**config.mk**
```make
export PLATFORM = sky130hd
export DESIGN_NAME = buffer_ctrl
export DESIGN_NICKNAME = d
export VERILOG_FILES = /design/src/rtl/buffer_pkg.sv /design/src/rtl/buffer_ctrl_beat_counter.sv /design/src/rtl/buffer_ctrl.sv
export SDC_FILE = /design/constraint.sdc
export NUM_CORES = 1
export LEC_CHECK = 0
export ABC_AREA = 1
export CORE_ASPECT_RATIO = 0.8
export CORE_MARGIN = 3
export CORE_UTILIZATION = 53
export DETAILED_ROUTE_END_ITERATION = 10
export PLACE_DENSITY = 0.95
export SKIP_LAST_GASP = 1
export SLEW_MARGIN = 20
export SYNTH_ARGS = -nofsm -noshare
export SYNTH_HDL_FRONTEND = slang
export SYNTH_HIERARCHICAL = 1
export SYNTH_SLANG_ARGS = --single-unit
export TNS_END_PERCENT = 10
```
**constraint.sdc**
```tcl
create_clock -name clk -period 2.6 [get_ports clk]
set_input_delay 0.52 -clock clk [delete_from_list [all_inputs] [get_ports clk]]
set_output_delay 0.52 -clock clk [all_outputs]
set_load 0.02 [all_outputs]
```
**src/rtl/buffer_pkg.sv**
```systemverilog
// Shared definitions for the buffer_a controller: command encoding and FSM state type.
package buffer_pkg;

  localparam logic [1:0] CMD_NONE  = 2'b00;
  localparam logic [1:0] CMD_LOAD  = 2'b01;
  localparam logic [1:0] CMD_SEND  = 2'b10;
  localparam logic [1:0] CMD_CLEAR = 2'b11;

  typedef enum logic [2:0] {
    ST_IDLE      = 3'd0,
    ST_LOAD_CMD  = 3'd1,
    ST_LOAD_DATA = 3'd2,
    ST_SEND_CMD  = 3'd3,
    ST_SEND_WAIT = 3'd4,
    ST_SEND_DATA = 3'd5,
    ST_CLEAR     = 3'd6,
    ST_DONE      = 3'd7
  } state_e;

endpackage

```
**src/rtl/buffer_ctrl_beat_counter.sv**
```systemverilog
// Loadable down-counter shared by every phase of buffer_ctrl.
// last is high while the count sits on its final step (value 1).
module beat_counter #(
  parameter int W = 7
) (
  input  logic         clk,
  input  logic         rst,
  input  logic         load,
  input  logic [W-1:0] load_val,
  input  logic         en,
  output logic         last
);

  logic [W-1:0] cnt_q, cnt_d;

  // Load has priority; decrement stops at zero so a stray enable cannot wrap.
  always_comb begin
    cnt_d = cnt_q;
    if (load) begin
      cnt_d = load_val;
    end else if (en && (cnt_q != '0)) begin
      cnt_d = cnt_q - W'(1);
    end
  end

  // Count register.
  always_ff @(posedge clk or posedge rst) begin
    if (rst) begin
      cnt_q <= '0;
    end else begin
      cnt_q <= cnt_d;
    end
  end

  assign last = (cnt_q == W'(1));

endmodule

```
**src/rtl/buffer_ctrl.sv**
```systemverilog
// buffer_ctrl: sequences LOAD / SEND / CLEAR operations towards buffer_a.
// Optional feature: define BUFFER_CTRL_VALID_EN to track per-buffer content
// valid bits and reject SEND to a buffer that holds no loaded data.
//
// state        | meaning
// -------------+-------------------------------------------------
// ST_IDLE      | ready for a request; invalid requests pulse err
// ST_LOAD_CMD  | cmd=LOAD for one cycle
// ST_LOAD_DATA | stream dim_x*dim_y elements from in_* to a_out
// ST_SEND_CMD  | cmd=SEND for one cycle
// ST_SEND_WAIT | one cycle of buffer read latency
// ST_SEND_DATA | qualify dim_x columns with out_valid/out_ready
// ST_CLEAR     | cmd=CLEAR held for MMU_SIZE cycles
// ST_DONE      | done pulse, back to IDLE
module buffer_ctrl
  import buffer_pkg::*;
#(
  parameter int VAR_SIZE = 8,
  parameter int MMU_SIZE = 10,
  parameter int BUF_NUM  = 10,
  parameter int DIM_W    = 5
) (
  input  logic                clk,
  input  logic                rst,
  input  logic                req_valid,
  output logic                req_ready,
  input  logic [1:0]          req_op,
  input  logic [4:0]          req_buf,
  input  logic [DIM_W-1:0]    req_dim_x,
  input  logic [DIM_W-1:0]    req_dim_y,
  input  logic                in_valid,
  output logic                in_ready,
  input  logic [VAR_SIZE-1:0] in_data,
  output logic [VAR_SIZE-1:0] a_out,
  output logic [1:0]          cmd,
  output logic [4:0]          buffer,
  output logic [DIM_W-1:0]    dim_x,
  output logic [DIM_W-1:0]    dim_y,
  output logic                stop,
  output logic                out_valid,
  input  logic                out_ready,
  output logic                busy,
  output logic                done,
  output logic                err
);

  localparam int               CNT_W   = $clog2(MMU_SIZE * MMU_SIZE + 1);
  localparam logic [4:0]       BUF_LIM = 5'(BUF_NUM);
  localparam logic [DIM_W-1:0] DIM_MAX = DIM_W'(MMU_SIZE);
  localparam logic [CNT_W-1:0] CLR_LEN = CNT_W'(MMU_SIZE);

  state_e           state_q, state_d;
  logic [1:0]       op_q, op_d;
  logic [4:0]       buf_q, buf_d;
  logic [DIM_W-1:0] dim_x_q, dim_x_d, dim_y_q, dim_y_d;
  logic             err_q, err_d;
  logic             cnt_load, cnt_en, cnt_last;
  logic [CNT_W-1:0] cnt_val;
  logic             req_ok, buf_has_data;

`ifdef BUFFER_CTRL_VALID_EN
  logic [BUF_NUM-1:0] valid_q, valid_d;

  // Look up the content flag of the requested buffer.
  always_comb begin
    buf_has_data = 1'b0;
    for (int i = 0; i < BUF_NUM; i++) begin
      if (req_buf == 5'(i)) buf_has_data = valid_q[i];
    end
  end

  // A completed LOAD marks its buffer filled, a completed CLEAR empties it.
  always_comb begin
    valid_d = valid_q;
    if (state_q == ST_DONE) begin
      for (int i = 0; i < BUF_NUM; i++) begin
        if (buf_q == 5'(i)) begin
          if (op_q == CMD_LOAD)       valid_d[i] = 1'b1;
          else if (op_q == CMD_CLEAR) valid_d[i] = 1'b0;
        end
      end
    end
  end

  // Valid bit register.
  always_ff @(posedge clk or posedge rst) begin
    if (rst) valid_q <= '0;
    else     valid_q <= valid_d;
  end
`else
  assign buf_has_data = 1'b1;
`endif

  assign req_ok = (req_op != CMD_NONE) && (req_buf < BUF_LIM) &&
                  (req_dim_x != '0) && (req_dim_x <= DIM_MAX) &&
                  (req_dim_y != '0) && (req_dim_y <= DIM_MAX) &&
                  ((req_op != CMD_SEND) || buf_has_data);

  // Phase length loaded at accept: elements for LOAD, columns for SEND, hold for CLEAR.
  always_comb begin
    case (req_op)
      CMD_LOAD: cnt_val = CNT_W'(req_dim_x) * CNT_W'(req_dim_y);
      CMD_SEND: cnt_val = CNT_W'(req_dim_x);
      default:  cnt_val = CLR_LEN;
    endcase
  end

  // Next-state, request latching and counter control.
  always_comb begin
    state_d  = state_q;
    op_d     = op_q;
    buf_d    = buf_q;
    dim_x_d  = dim_x_q;
    dim_y_d  = dim_y_q;
    err_d    = 1'b0;
    cnt_load = 1'b0;
    cnt_en   = 1'b0;
    case (state_q)
      ST_IDLE: begin
        if (req_valid) begin
          op_d     = req_op;
          buf_d    = req_buf;
          dim_x_d  = req_dim_x;
          dim_y_d  = req_dim_y;
          cnt_load = req_ok;
          if (!req_ok) begin
            err_d = 1'b1;
          end else begin
            case (req_op)
              CMD_LOAD: state_d = ST_LOAD_CMD;
              CMD_SEND: state_d = ST_SEND_CMD;
              default:  state_d = ST_CLEAR;
            endcase
          end
        end
      end
      ST_LOAD_CMD:  state_d = ST_LOAD_DATA;
      ST_LOAD_DATA: begin
        cnt_en = in_valid;
        if (in_valid && cnt_last) state_d = ST_DONE;
      end
      ST_SEND_CMD:  state_d = ST_SEND_WAIT;
      ST_SEND_WAIT: state_d = ST_SEND_DATA;
      ST_SEND_DATA: begin
        cnt_en = out_ready;
        if (out_ready && cnt_last) state_d = ST_DONE;
      end
      ST_CLEAR: begin
        cnt_en = 1'b1;
        if (cnt_last) state_d = ST_DONE;
      end
      ST_DONE:  state_d = ST_IDLE;
      default:  state_d = ST_IDLE;
    endcase
  end

  // State and latched request registers.
  always_ff @(posedge clk or posedge rst) begin
    if (rst) begin
      state_q <= ST_IDLE;
      op_q    <= CMD_NONE;
      buf_q   <= '0;
      dim_x_q <= '0;
      dim_y_q <= '0;
      err_q   <= 1'b0;
    end else begin
      state_q <= state_d;
      op_q    <= op_d;
      buf_q   <= buf_d;
      dim_x_q <= dim_x_d;
      dim_y_q <= dim_y_d;
      err_q   <= err_d;
    end
  end

  beat_counter #(.W(CNT_W)) u_beat_counter (
    .clk      (clk),
    .rst      (rst),
    .load     (cnt_load),
    .load_val (cnt_val),
    .en       (cnt_en),
    .last     (cnt_last)
  );

  // State-decoded outputs; a_out passes in_data straight through while loading.
  always_comb begin
    cmd       = CMD_NONE;
    stop      = 1'b0;
    in_ready  = 1'b0;
    out_valid = 1'b0;
    a_out     = '0;
    done      = 1'b0;
    case (state_q)
      ST_LOAD_CMD:  cmd = CMD_LOAD;
      ST_LOAD_DATA: begin
        in_ready = 1'b1;
        a_out    = in_data;
        stop     = !in_valid;
      end
      ST_SEND_CMD:  cmd = CMD_SEND;
      ST_SEND_DATA: begin
        out_valid = 1'b1;
        stop      = !out_ready;
      end
      ST_CLEAR:     cmd = CMD_CLEAR;
      ST_DONE:      done = 1'b1;
      default:      ;
    endcase
  end

  assign req_ready = (state_q == ST_IDLE);
  assign busy      = !req_ready;
  assign buffer    = buf_q;
  assign dim_x     = dim_x_q;
  assign dim_y     = dim_y_q;
  assign err       = err_q;

endmodule

```
Word level (Yosys, flattened, before mapping)
Index checks and enable logic that the tools add are counted.

word-level totals
  bits in registers = 26
  input bits = 30
  logic and storage cells = 67

operators by class
  add/sub/neg operators = 1
  $mul = 1
  $lt $le $gt $ge = 3
  equal/unequal tests = 15
  multiplexer cells = 22
  reduce and logical (&&, ||, !) cells = 19

operator list
  operator               count
  $pmux W3 S8            1
  $mux W3                5
  $mux W7                2
  $pmux W7 S2            1
  $eq A3 B3 Y1 const B   4
  $le A5 B4 Y1 const B   2
  $reduce_bool A5 Y1     2
  $logic_and A1 B1 Y1    8
  $mux W1                8
  $mux W8                1
  $ne A2 B2 Y1 const B   4
  $eq A7 B1 Y1 const B   1
  $mul A5 B5 Y7          1
  $reduce_bool A7 Y1     1
  $sub A7 B1 Y7 const B  1
  $eq A3 B2 Y1 const B   2
  $pmux W2 S3            1
  $pmux W3 S2            1
  $lt A5 B4 Y1 const B   1
  $reduce_and A5 Y1      1
  $reduce_bool A2 Y1     2
  $eq A3 B1 Y1 const B   1
  $logic_not A1 Y1       3
  $logic_not A3 Y1       1
  6 further kinds        6

Depth between registers and ports, before layout
  depth in word-level cells = 9
  gate-level depth with buffers = 17
  mapped depth without buffers = 16

Cells and area by module
The synthesis kept the hierarchy.

modules (own cells, without submodules)
  module        times used  cells an instance  area each (um2)
  buffer_ctrl   1           238                1810.5
  beat_counter  1           77                 538.0

Worst setup path after synthesis
Ideal clock, no wire load.

  path type = input -> register
  start = in req_dim_x[1]
  end = reg u_beat_counter.cnt_q[6]
  setup time = 124 ps
  data arrival time = 3312 ps
  data required time = 2476 ps
  slack = -836 ps
  cell stages on the path = 15
  cells stage by stage = buf_2 -> nand2_1 -> fa_1 -> fa_1 -> fa_1 -> inv_1 -> ha_1 -> nand3_1 -> nand2_1 -> xor2_1 -> nand2_1 -> a21oi_1 -> nand2_1 -> nand2_1 -> o21bai_1

RTL lines
  item                  RTL line                        source
  start, declared       buffer_ctrl.sv:29               input logic [DIM_W-1:0] req_dim_x,
  $mul A5 B5 Y7         buffer_ctrl.sv:102              CMD_LOAD: cnt_val = CNT_W'(req_dim_x) * CNT_W'(req_dim_y);
  $pmux W7 S2           buffer_ctrl.sv:101              case (req_op)
  named net cnt_val[6]  buffer_ctrl.sv:58               logic [CNT_W-1:0] cnt_val;
  $mux W7               buffer_ctrl_beat_counter.sv:19  if (load) begin
  end signal, assigned  buffer_ctrl_beat_counter.sv:31  cnt_q <= cnt_d;
  end, declared         buffer_ctrl_beat_counter.sv:14  logic [W-1:0] cnt_q, cnt_d;

The timed path passes the listed nets, and every way through them passes these cells.
A chain may end at the register's enable or synchronous reset.

Worst setup path after layout
  start = in req_dim_y[4]
  end = reg u_beat_counter.cnt_q[6]

RTL lines
  item                  RTL line                        source
  start, declared       buffer_ctrl.sv:30               input logic [DIM_W-1:0] req_dim_y,
  $mul A5 B5 Y7         buffer_ctrl.sv:102
  $pmux W7 S2           buffer_ctrl.sv:101
  named net cnt_val[6]  buffer_ctrl.sv:58
  $mux W7               buffer_ctrl_beat_counter.sv:19

The timed path passes the listed nets, and every way through them passes these cells.

==> metrics <==
outcome finished with violations; violated checks setup timing; worst endpoint required time 2800 ps; fin cells ~450; Die Wd 80.4 µm; Worst Hold Endpoint dim_y[4]$_DFFE_PP0P_; PD cells 950 nW/µm²; total number of vias 2,449; Place WS -1260 ps; IO buf count 61; Fillers 218; cell-internal power 1.73 mW; initial antenna violation count 0; final setup margin -465 ps; Switching Fraction 0.456; Skew-Pair Late Insertion Delay 270 ps; Worst-Margin Slew 702 ps; adder-cell area share of the yosys netlist 0.150; Initial Util 0.583; Die Area approximately 5300 µm²; Clock Path Buffers 2; remaining antenna violation count after routing 0; Worst Setup End Kind flip-flop; fin crit share 1.18; cell taking the most area after synthesis dfrtp_1; nets 447; Core ar. between 4000 and 5000 µm²; most numerous cell in the Yosys netlist nand2_1; CP dominant cell by count nand2_1; Fin Clk Skew 5.38 ps; CTS Sinks 26; vias in the first global route roughly 2,500; top post-synthesis cells by count nand2_1, inv_1, dfrtp_1; Inst Count DP 441; Netlist Area Pre-Place 2350 µm²; wire per inst 16.2 µm; post-synthesis register bit count 26; DRC errors left 0; DR pass1 iterations 5; worst min-delay path category reg -> reg; DPL Wire Length 5270 µm; Synth top area share 0.277; logic gate share of total power 0.651; Post-synth EDFFs 0; n_diodes 0; mean area per synthesized cell 7.46 µm²; Root Buffer clkbuf_8; Reg2Reg Setup Slack 940 ps; asr flop ratio synth 1.00; simple-gate share of the synthesized area 0.278; post-synthesis xor/xnor area fraction 0.0293; Worst R2R End u_beat_counter/cnt_q[6]$_DFFE_PP0P_; Flop pwr share 0.242; Final min period between 3000 and 4000 ps; sequential fraction of the synthesis area 0.277; max-slew violation count 0; synth warn 6; Reg clk slew, reported paths roughly 100 ps; Overall Global Routing Usage 0.274; multiplexer share of the synthesized area 0.0543; Rel. slew slack 0.532; CTS tree yes; final-report hold violation count 0; Post-Syn Instances ~320; clock network power share 0.107; Worst Path Class, Setup in -> reg; synthesis-to-finish area growth 42.6%; sw power 1.45 mW; largest family of logic cells by synthesized area simple AND/OR/NAND/NOR gates; worst setup path start req_dim_y[4]; Pleak 1.70 nW; CP peak stage delay 540 ps; # rows 20; RePlAce Congestion 0.898; CP Launch Type input pin; crit path cell chain buf_6, buf_4, nand2_2, fa_1, fa_1, inv_1, ha_4, ha_4, a21oi_4, nand2_4, xnor2_2, nand2_1, a21oi_2, nand2_1, nand2_1, o21bai_1; top_reg_cell synth dfrtp_1; min-delay src dim_y[4]$_DFFE_PP0P_; Avg Vias per Cell 5.48; reg2reg path depth 7; RSZ-0062 raised after global routing yes; maximum fanout along the worst path 3; Post-Route WL 7250 µm; H-tree Lvls 1; CTS Buf Count 3; # IOs 62; register area between 600 and 700 µm²; largest net degree at the start of global routing 23; hold_buf cts 0; Critical R2R Launch state_q[2]$_DFFE_PP0P_; Synth Net Count 369; area of the multi-input gates 1560 µm²; Yosys cell types 31; Synth Area in Compound Gates 0.0954; Final Setup Violations 3; hold depth 2; CP max-delay cell fa_1; MaxCap Viol Count 0; initial DRC count 217; Synth area leaders dfrtp_1, nand2_1, ha_1, inv_1, fa_1; Max Fclk 326 MHz; first-pass GRT wire length 11,200 µm; critical path arrival 3270 ps; share of cells above drive strength 1 0.209; worst ir drop on vdd ~0.6 mV; Pwr Total 3.18 mW; height of the die 65.5 µm; gr ovfl total 0
## layout by cell type (no fill, tap or decap), types with 2 or more instances in the layout
cell	n
a21oi_1	7
buf_4	21
buf_6	2
buf_8	3
clkbuf_8	3
clkdlybuf4s50_1	53
dfrtp_1	26
fa_1	6
ha_1	12
ha_4	5
inv_1	49
inv_2	8
mux2_1	2
mux2_4	7
nand2_1	77
nand2_2	7
nand2_4	8
nand3_1	18
nor2_1	24
nor2_4	4
nor3_1	2
o21ai_0	13
o21ai_1	10
o21ai_4	2
xnor2_1	3
xnor2_2	2
## layer usage
metal  GRT usage  vias to the layer above  wire [µm]
met4       0.105                        0        239
met5           0                        -          0
met2       0.489                      149       3640
li1            -                     1128          -
met3      0.0493                       29        597
met1       0.326                     1143       2770
## worst max-delay path by stage
stage	end	slack, ps	depth (start not counted)
floorplan	u_beat_counter/cnt_q[6]$_DFFE_PP0P_	-500	15
global placement	u_beat_counter/cnt_q[6]$_DFFE_PP0P_	-1090	15
detailed placement	u_beat_counter/cnt_q[6]$_DFFE_PP0P_	-1260	15
CTS	u_beat_counter/cnt_q[6]$_DFFE_PP0P_	-480	15
global route	u_beat_counter/cnt_q[6]$_DFFE_PP0P_	-560	15
finish	u_beat_counter/cnt_q[6]$_DFFE_PP0P_	-460	16
## stage by stage
stage               utilization  cell area [µm²]  hold slack (ps)  TNS (ps)
global route              0.831             3350              520     -1590
global placement          0.788             3180              472     -3860
floorplan                     -             2430              323     -1310
detailed placement        0.788             3180              480     -4530
CTS                       0.819             3300              503     -1290
finish                    0.831             3350              504     -1240
## flip-flops by register name (all words and copies together), names as in the netlist
| register | count |
|---|---|
| buffer | 5 |
| dim_x | 5 |
| dim_y | 5 |
| err | 1 |
| state_q | 3 |
| u_beat_counter/cnt_q | 7 |
## power by group through the flow
stage	combinational, mW	clock [mW]	sequential [mW]
after detailed placement	1.97	0	0.772
after floorplan	1.14	0	0.892
after global placement	1.90	0	0.761
after CTS	2.01	0.338	0.765
final	2.07	0.342	0.769
after global routing	2.23	0.357	0.792
## cells by family (layout without fill, tap and decap cells)
group / count (synthesis) / in the layout
AO/OA/AOI/OAI: 38 / 38
flip-flops: 26 / 26
adder cells (fa/ha/maj): 24 / 24
buffers and inverters: 67 / 144
AND/OR/NAND/NOR: 144 / 144
XOR/XNOR: 7 / 7
multiplexers: 9 / 9
## final cells by class
cell class / count / area share
repair buffers: 82 / 0.231
clock buffers: 3 / 0.0123
well taps: 55 / 0.0205
multi-input cells: 222 / 0.467
inverters: 58 / 0.0657
clock inverters: 1 / 0.00897
flip-flops and latches: 26 / 0.194
## timing repair
action,4_1_cts,5_1_grt
endpoints found under the setup margin,4,7
pin swaps,12,14
resized for setup,44,13
setup buffers,2,0
## worst max-delay path: cells and delay by family
| family | cells | cell delay [ps] |
|---|---|---|
| fa+ha+maj | 4 | 1540 |
| simple gates | 5 | 400 |
| compound gates | 3 | 370 |
| buf+inv | 3 | 250 |
| xor+xnor | 1 | 170 |
(Power assumes the default switching activity.)
